[config.mk]
export PLATFORM = sky130hd
export DESIGN_NAME = alpha_retire_trace
export DESIGN_NICKNAME = d
export VERILOG_FILES = /design/src/rtl/alpha_trace_pkg.sv /design/src/rtl/alpha_trace_fifo.sv /design/src/rtl/alpha_retire_trace.sv
export SDC_FILE = /design/constraint.sdc
export NUM_CORES = 2
export LEC_CHECK = 0
export CAP_MARGIN = 20
export CORE_MARGIN = 2
export CORE_UTILIZATION = 40
export CTS_BUF_LIST = sky130_fd_sc_hd__clkbuf_8
export DETAILED_ROUTE_END_ITERATION = 10
export PLACE_DENSITY = 0.63
export SLEW_MARGIN = 0
export SYNTH_ARGS = -nofsm -noshare
export SYNTH_HDL_FRONTEND = slang
export SYNTH_SLANG_ARGS = --single-unit
[constraint.sdc]
create_clock -name clk -period 11.9 [get_ports clk]
set_clock_uncertainty 0.1 [all_clocks]
set_input_delay 1.785 -clock clk [delete_from_list [all_inputs] [get_ports clk]]
set_output_delay 1.785 -clock clk [all_outputs]
set_load 0.01 [all_outputs]
[src/rtl/alpha_trace_pkg.sv]
// Shared types and constants for the retire-trace capture block.
// The record keeps a fixed-width sequence field; the top narrows it to SEQ_W.
package alpha_trace_pkg;

   localparam int PC_W      = 64;
   localparam int DATA_W    = 64;
   localparam int REG_W     = 5;
   localparam int SEQ_MAX_W = 32;

   localparam logic POLICY_DROP_NEWEST      = 1'b0;
   localparam logic POLICY_OVERWRITE_OLDEST = 1'b1;

   localparam logic [15:0] DROP_CNT_MAX = 16'hFFFF;

   typedef enum logic [1:0] {
      ST_RUN     = 2'd0,
      ST_HALTED  = 2'd1,
      ST_TIMEOUT = 2'd2
   } trace_state_e;

   typedef struct packed {
      logic [PC_W-1:0]      pc;
      logic [DATA_W-1:0]    data;
      logic [REG_W-1:0]     addr;
      logic [SEQ_MAX_W-1:0] seq;
   } trace_rec_t;

   localparam int REC_W = $bits(trace_rec_t);

endpackage

[src/rtl/alpha_trace_fifo.sv]
// Trace record storage: circular buffer with a separate occupancy count.
// When the buffer is full, it either drops the newest record or evicts the oldest one.
module alpha_trace_fifo
   import alpha_trace_pkg::*;
#(
   parameter int   DEPTH     = 16,
   parameter int   WIDTH     = REC_W,
   parameter logic OVERWRITE = POLICY_DROP_NEWEST
) (
   input  logic                    clk,
   input  logic                    reset,
   input  logic                    clear,
   input  logic                    push,
   input  logic [WIDTH-1:0]        wdata,
   input  logic                    pop,
   output logic                    valid,
   output logic [WIDTH-1:0]        rdata,
   output logic [$clog2(DEPTH):0]  count,
   output logic                    dropped
);

   localparam int AW = $clog2(DEPTH);

   logic [WIDTH-1:0] mem [DEPTH];
   logic [AW-1:0]    wr_ptr;
   logic [AW-1:0]    rd_ptr;
   logic             full;
   logic             do_pop;
   logic             do_write;
   logic             evict;

   assign valid = (count != '0);
   assign rdata = valid ? mem[rd_ptr] : '0;

   // A pop in the same cycle frees a slot, so a full buffer still accepts the push.
   always_comb begin
      full     = (count == (AW + 1)'(DEPTH));
      do_pop   = pop && valid;
      do_write = push && (!full || do_pop || OVERWRITE);
      evict    = push && full && !do_pop && OVERWRITE;
      dropped  = push && full && !do_pop;
   end

   always_ff @(posedge clk or posedge reset) begin
      if (reset) begin
         wr_ptr <= '0;
         rd_ptr <= '0;
         count  <= '0;
      end else if (clear) begin
         wr_ptr <= '0;
         rd_ptr <= '0;
         count  <= '0;
      end else begin
         // NOTE: non-blocking updates let every register see the pre-edge pointer values.
         if (do_write)
            wr_ptr <= wr_ptr + 1'b1;
         if (do_pop || evict)
            rd_ptr <= rd_ptr + 1'b1;
         if (do_write && !do_pop && !evict)
            count <= count + 1'b1;
         else if (do_pop && !do_write)
            count <= count - 1'b1;
      end
   end

   // NOTE: storage has no reset; the occupancy count alone decides which entries are live.
   always_ff @(posedge clk) begin
      if (do_write)
         mem[wr_ptr] <= wdata;
   end

endmodule

[src/rtl/alpha_retire_trace.sv]
// Retire-trace capture: tags graduated register writes with a sequence number,
// buffers them for readout, and stops capture on halt or on an idle watchdog trip.
module alpha_retire_trace
   import alpha_trace_pkg::*;
#(
   parameter int DEPTH          = 16,
   parameter int TIMEOUT_CYCLES = 1500,
   parameter int SEQ_W          = 16,
   parameter int OVERWRITE      = 0
) (
   input  logic                   clk,
   input  logic                   reset,
   input  logic                   rec_valid_gr,
   input  logic [63:0]            rec_pc_gr,
   input  logic [63:0]            rec_data_gr,
   input  logic [4:0]             rec_addr_gr,
   input  logic                   halt_e1,
   input  logic                   clear_xx,
   output logic                   rd_valid_xx,
   input  logic                   rd_ready_xx,
   output logic [63:0]            rd_pc_xx,
   output logic [63:0]            rd_data_xx,
   output logic [4:0]             rd_addr_xx,
   output logic [SEQ_W-1:0]       rd_seq_xx,
   output logic [$clog2(DEPTH):0] fill_xx,
   output logic [15:0]            drop_cnt_xx,
   output logic [1:0]             state_xx,
   output logic                   timeout_xx
);

   localparam int IDLE_W = (TIMEOUT_CYCLES < 2) ? 1 : $clog2(TIMEOUT_CYCLES + 1);
   localparam logic [IDLE_W-1:0] IDLE_LAST = IDLE_W'(TIMEOUT_CYCLES - 1);
   localparam logic FIFO_POLICY = (OVERWRITE != 0) ? POLICY_OVERWRITE_OLDEST : POLICY_DROP_NEWEST;

   trace_state_e      state;
   logic [SEQ_W-1:0]  seq;
   logic [IDLE_W-1:0] idle_cnt;
   logic              capture;
   logic              fifo_dropped;
   trace_rec_t        rec_in;
   trace_rec_t        head;
   logic [REC_W-1:0]  head_bits;

   assign capture = (state == ST_RUN) && rec_valid_gr && !clear_xx;

   always_comb begin
      // NOTE: default-first assignment keeps this block free of inferred latches.
      rec_in      = '0;
      rec_in.pc   = rec_pc_gr;
      rec_in.data = rec_data_gr;
      rec_in.addr = rec_addr_gr;
      rec_in.seq  = SEQ_MAX_W'(seq);
   end

   alpha_trace_fifo #(
      .DEPTH     (DEPTH),
      .WIDTH     (REC_W),
      .OVERWRITE (FIFO_POLICY)
   ) u_fifo (
      .clk     (clk),
      .reset   (reset),
      .clear   (clear_xx),
      .push    (capture),
      .wdata   (rec_in),
      .pop     (rd_ready_xx),
      .valid   (rd_valid_xx),
      .rdata   (head_bits),
      .count   (fill_xx),
      .dropped (fifo_dropped)
   );

   assign head       = trace_rec_t'(head_bits);
   assign rd_pc_xx   = head.pc;
   assign rd_data_xx = head.data;
   assign rd_addr_xx = head.addr;
   assign rd_seq_xx  = SEQ_W'(head.seq);
   assign state_xx   = state;

   always_ff @(posedge clk or posedge reset) begin
      if (reset) begin
         state       <= ST_RUN;
         seq         <= '0;
         idle_cnt    <= '0;
         drop_cnt_xx <= '0;
         timeout_xx  <= 1'b0;
      end else if (clear_xx) begin
         state       <= ST_RUN;
         seq         <= '0;
         idle_cnt    <= '0;
         drop_cnt_xx <= '0;
         timeout_xx  <= 1'b0;
      end else begin
         // Sequence advances for dropped records too, so gaps in rd_seq_xx reveal loss.
         if (capture)
            seq <= seq + 1'b1;
         if (fifo_dropped && (drop_cnt_xx != DROP_CNT_MAX))
            drop_cnt_xx <= drop_cnt_xx + 1'b1;
         case (state)
            ST_RUN: begin
               if (halt_e1)
                  state <= ST_HALTED;
               else if (rec_valid_gr)
                  idle_cnt <= '0;
               else if ((TIMEOUT_CYCLES != 0) && (idle_cnt == IDLE_LAST)) begin
                  state      <= ST_TIMEOUT;
                  timeout_xx <= 1'b1;
               end else
                  idle_cnt <= idle_cnt + 1'b1;
            end
            default: ;
         endcase
      end
   end

endmodule

# Yosys cells after proc, flatten, opt, wreduce, memory -nomap -nowiden
# Memories as Yosys holds them, arrays and structs flattened.
# Index checks and enable logic that the tools add are counted.
[totals]
reg_bits = 59
ram_bits = 2384
input_bits = 139
out_inout_bits = 174
elab_cells = 79
mem_count = 1
[classes]
n_addsub = 7
n_eq_ne = 7
mux = 29
reduce_logical = 27
[memory_table]
columns = ["name", "depth", "width", "read_ports", "rd_clocked_by_memory_dff", "wr", "line_no", "source"]
rows = [
  ["u_fifo.mem", 16, 149, 1, 0, 1, "alpha_trace_fifo.sv:24", "logic [WIDTH-1:0] mem [DEPTH];"],
]
[op_table]
columns = ["operator", "n"]
rows = [
  ["$mux 165", 1],
  ["$mux 16", 4],
  ["$mux 11", 5],
  ["$add 16x1->16 const B", 2],
  ["$mux 4", 4],
  ["$ne 16x16->1 const B", 1],
  ["$mux 5", 3],
  ["$reduce_bool 2->1", 6],
  ["$add 11x1->11 const B", 1],
  ["$eq 11x11->1 const B", 1],
  ["$mux 2", 5],
  ["$logic_and 1x1->1", 9],
  ["$add 4x1->4 const B", 2],
  ["$mux 1", 7],
  ["$reduce_and 3->1", 2],
  ["$reduce_bool 3->1", 2],
  ["$add 5x1->5 const B", 1],
  ["$eq 5x5->1 const B", 1],
  ["$reduce_bool 5->1", 1],
  ["$sub 5x1->5 const B", 1],
  ["$logic_not 1->1", 4],
  ["$ne 2x1->1 const B", 2],
  ["$reduce_and 4->1", 1],
  ["$ne 3x1->1 const B", 1],
  ["3 further kinds", 3],
]

# Depth between registers and ports, before layout
[depth]
ltp_word = 9
depth_mapped = 9
depth_no_buf = 8

# Hierarchy
# A second synthesis with hierarchy kept.
[hier_totals]
hier_cells = 4445
hier_area_um2 = 103171.4
[modules_own_cells]
columns = ["mod", "instances", "cells_each", "area_per_inst_um2", "seq_area_each_um2"]
rows = [
  ["alpha_trace_fifo", 1, 4181, 100672.8, 79601.3],
  ["alpha_retire_trace", 1, 264, 2498.6, 1151.1],
]

# Worst setup path before layout
# No wires, ideal clock.
[synth_timing]
path_kind = "input-to-reg"
from = "in rec_valid_gr"
to = "mem u_fifo.mem[4][0] (netlist name) (enable)"
setup_time_ps = 660
t_arrival_ps = 8948
required_ps = 11140
slack_ps = 2192
cell_stages = 5
path_buffers = 1
path_cell_list = "or3b_1 buf_2 a211oi_4 nand3b_1 nor2_1"
[synth_between]
elab_chain_len = 5
[synth_rtl]
columns = ["element", "line_no", "source"]
rows = [
  ["start, declared", "alpha_retire_trace.sv:13", "input logic rec_valid_gr,"],
  ["$logic_and 1x1->1 (2 in a row)", "alpha_retire_trace.sv:44", "assign capture = (state == ST_RUN) && rec_valid_gr && !clear_xx;"],
  ["$logic_and 1x1->1", "alpha_trace_fifo.sv:39", "do_write = push && (!full || do_pop || OVERWRITE);"],
  ["$mux 1", "alpha_trace_fifo.sv:68", "if (do_write)"],
  ["$mux 1 (implied by the code)", "alpha_trace_fifo.sv:69", "mem[wr_ptr] <= wdata;"],
  ["end, declared", "alpha_trace_fifo.sv:24", ""],
]
# Every way passes these cells.

# Final worst setup path
[layout_timing]
from = "reg u_fifo.count[1]"
to = "out rd_pc_xx[40]"
[layout_between]
elab_chain_len = 2
[layout_rtl]
columns = ["element", "line_no", "source"]
rows = [
  ["start, declared", "alpha_trace_fifo.sv:18", "output logic [$clog2(DEPTH):0] count,"],
  ["start signal, assigned", "alpha_trace_fifo.sv:60", "count <= count + 1'b1;"],
  ["start signal, assigned", "alpha_trace_fifo.sv:62", "count <= count - 1'b1;"],
  ["$reduce_bool 5->1", "alpha_trace_fifo.sv:32", "assign valid = (count != '0);"],
  ["$mux 165", "alpha_trace_fifo.sv:33", "assign rdata = valid ? mem[rd_ptr] : '0;"],
  ["end, declared", "alpha_retire_trace.sv:21", "output logic [63:0] rd_pc_xx,"],
]
# Every way passes these cells.

==> flow_summary.ini <==
[clocking]
cts_root_buf = clkbuf_8
cts_resized = 0
cts_inserted_buffers = 409
cts_max_level = 5
cts_sinks = 2443
cts_buffer_depth = 4
cts_tree = done
clkTransAtPathRegs_ns = 0.07
cts_hold_buf = 0
post_cts_buffers = 0
clock_latency_ns = 1.12

[logic_synthesis]
postSynthAreaPerCell_um2 = 23.27
syn_inst = 4013
ys_async_sr_fraction_pct = 2.415
synth_cell_types = 60
synth_nets = 4165
syn_area_um2 = 93390
yosysWarnings = 0
synth-edff-count = 2384
synth_flop_cell = edfxtp_1
yosys_register_bits = 2443
ys_seq_area_share_pct = 78.24

[sta]
maxSlewViolCount = 0
slew-limit-headroom_pct = 23.72
finalSetupViolCount = 0
fmax_ghz = 0.1390
setup-tns-final_ns = 0
rsz0062_at_grt = false
fin_crit_ns = 7.195
fin_crit_sh_pct = 60.46
worst_pin_slew_ns = 1.144
finalHoldViolations = 0

[die]
die-area_um2 = 237300
initial_utilization_pct = 40.20
io_pins = 313
die_w_um = 487.2
die_h_um = 487.2
core_um2 = 232300
num_rows = 177

[worst_hold_path]
whs_endpoint = idle_cnt[10]
min_path_type = reg -> reg
hp-start = idle_cnt[10]
holdPathStages = 1

[layout]
register_area_um2 = 73080
multi_input_area_um2 = 19350
fill_cells = 19060
syn_to_final_growth_pct = 14.83
layout.nets = 4740
mostFrequentLayoutCells = edfxtp_1 (2,384), mux4_2 (596), clkbuf_8 (416), clkdlybuf4s50_1 (311), mux2i_1 (306)
final_common_cell = edfxtp_1
drive_above_1_share_pct = 23.90

[route]
drc = 0
drt-met1-wl_mm = 96.13
via_count = 43960
route.met2.wl_mm = 102.5
drt_iter0_drc = 4165
drt-wirelength-per-cell_um = 27.69
viasPerCell = 5.539
drtPass1Iterations = 5
wl_met3_mm = 16.12
top_layer_used = met5
detail-route-antenna-nets = 0
routed_wl_mm = 219.7

[placement]
portBuffers = 312
place_hpwl_mm = 110.6
routabilityCongestion = 0.7180

[setup_path]
worstPathCellList = or4_1 > o21ai_4 > buf_4 > buf_4 > o22ai_1 > clkdlybuf4s50_1
cp-start-kind = flop
r2r_slack_ns = 7.38
arrival_ns = 5.31
endpoint_kind = primary output
cpMaxStageDelayCell = buf_4
crit_type = reg -> out
r2r-start = state_xx[0]
cp.required_ns = 10.02
cpMostUsedCell = buf_4
reg2regPathDepth = 6
cpPeakStageDelay_ns = 0.84
cp_num_buf_inv = 3
rr_endpoint = u_fifo.mem[11][29]
cp_top_family = buffers and inverters
critPathMaxFanout = 52

[pwr]
power_density_nw_per_um2 = 191.8
peakVddDrop_v = 0.0003148
leakagePower_nw = 32.85
p_total_mw = 20.57

[grt]
grt_pass1_wl_mm = 316.9
grt.total_usage_pct = 18.35
grt_pass1_vias = 46060
gr-total-overflow = 0
antenna_found_initial = 33
grt_max_degree = 149

[outcome]
run_status = complete, no violations

[run]
drv_cap = 0
## registers in the layout, indices dropped and copies added (netlist names)
signal         flops
drop_cnt_xx       16
idle_cnt          11
seq               16
state_xx           2
timeout_xx         1
u_fifo.count       5
u_fifo.mem      2384
u_fifo.rd_ptr      4
u_fifo.wr_ptr      4
## worst reg2reg max path, cell delays in order (launching register included)
cell	delay [ns]
dfrtp_1	0.50
or3b_1	0.56
a211oi_4	0.41
and3_1	0.30
and2_4	0.71
buf_4	0.57
buf_4	0.92
## synthesized netlist by cell type (3+ instances only)
cell type,number,area [µm²]
mux4_2,596,13420
o22ai_1,149,932.1
nand3_1,16,80.08
and3_1,10,62.56
nor4_1,6,37.54
a31oi_1,4,25.02
nand4_1,10,62.56
a21oi_1,25,125.1
o21a_1,3,22.52
o41ai_1,5,43.79
o21ai_0,18,90.09
nor2b_1,3,18.77
or4_1,9,67.56
edfxtp_1,2384,71590
or2_2,3,18.77
buf_1,36,135.1
mux2i_1,306,3063
and4_1,3,26.28
o31ai_1,13,97.59
xnor2_1,6,52.55
nor3b_1,3,22.52
mux2_2,4,45.04
buf_4,14,105.1
o211ai_1,3,22.52
buf_2,90,450.4
nor3_1,5,25.02
xor2_1,9,78.83
nand2_1,31,116.4
nor2_1,32,120.1
dfrtp_1,59,1476
inv_1,16,60.06
ha_1,12,150.1
clkbuf_1,78,292.8
or3_1,6,37.54
and2_1,15,93.84
## metal layers
metal	track usage, %	vias up
met3	4.264	368
li1	-	18390
met5	0	-
met1	26.29	23600
met2	28.18	1562
met4	5.207	34
## kinds of logic (layout without fill, tap and decap cells)
group | count (synthesis) | after routing | share of synthesized area [%]
AO/OA/AOI/OAI | 233 | 233 | 1.592
XOR/XNOR | 15 | 15 | 0.1407
adder cells (fa/ha/maj) | 13 | 13 | 0.1822
buffers and inverters | 234 | 1104 | 1.117
flip-flops | 2443 | 2443 | 78.24
multiplexers | 906 | 906 | 17.70
other | 0 | 10 | 0
AND/OR/NAND/NOR | 169 | 169 | 1.028
## layout make-up
class                      instances  area share (%)
antenna                           10         0.02334
sequential                      2443           68.15
multi-input combinational       1336           18.04
inverter                          16         0.05601
clock inverter                   290           1.255
timing repair buffer             382           3.584
clock buffer                     416           5.339
tap                             3043           3.551
## power by group
part	internal [mW]	switching, mW
Combinational	2.13	2.31
Sequential	9.51	0.0841
Clock	3.33	3.20
Total	15.0	5.59
## worst max-delay path by stage
stage                                 from  depth (start not counted)  slack [ns]                 end
after CTS                 u_fifo.rd_ptr[0]                          6        4.49      rd_data_xx[17]
after floorplan               rec_valid_gr                          5        2.19    u_fifo.mem[4][0]
after detailed placement      rec_valid_gr                          7        5.44  u_fifo.mem[11][23]
final                      u_fifo.count[1]                          6        4.70        rd_pc_xx[40]
after global placement        rec_valid_gr                          7        5.53  u_fifo.mem[11][27]
after global routing      u_fifo.rd_ptr[0]                          6        4.26      rd_data_xx[28]
## through the flow
step                      utilization (%)  setup slack [ns]  cells  hold slack (ns)  instance area, µm²
after floorplan                         -             2.192   4013           0.3476               93390
after global placement              43.10             5.528   7220           0.3717              100100
after detailed placement            43.10             5.443   7220           0.3943              100100
after CTS                           46.15             4.490   7926           0.4073              107200
after global routing                46.15             4.264   7929           0.4390              107200
final                               46.16             4.705   7936           0.4118              107200
Power figures use the tool's default switching activity.
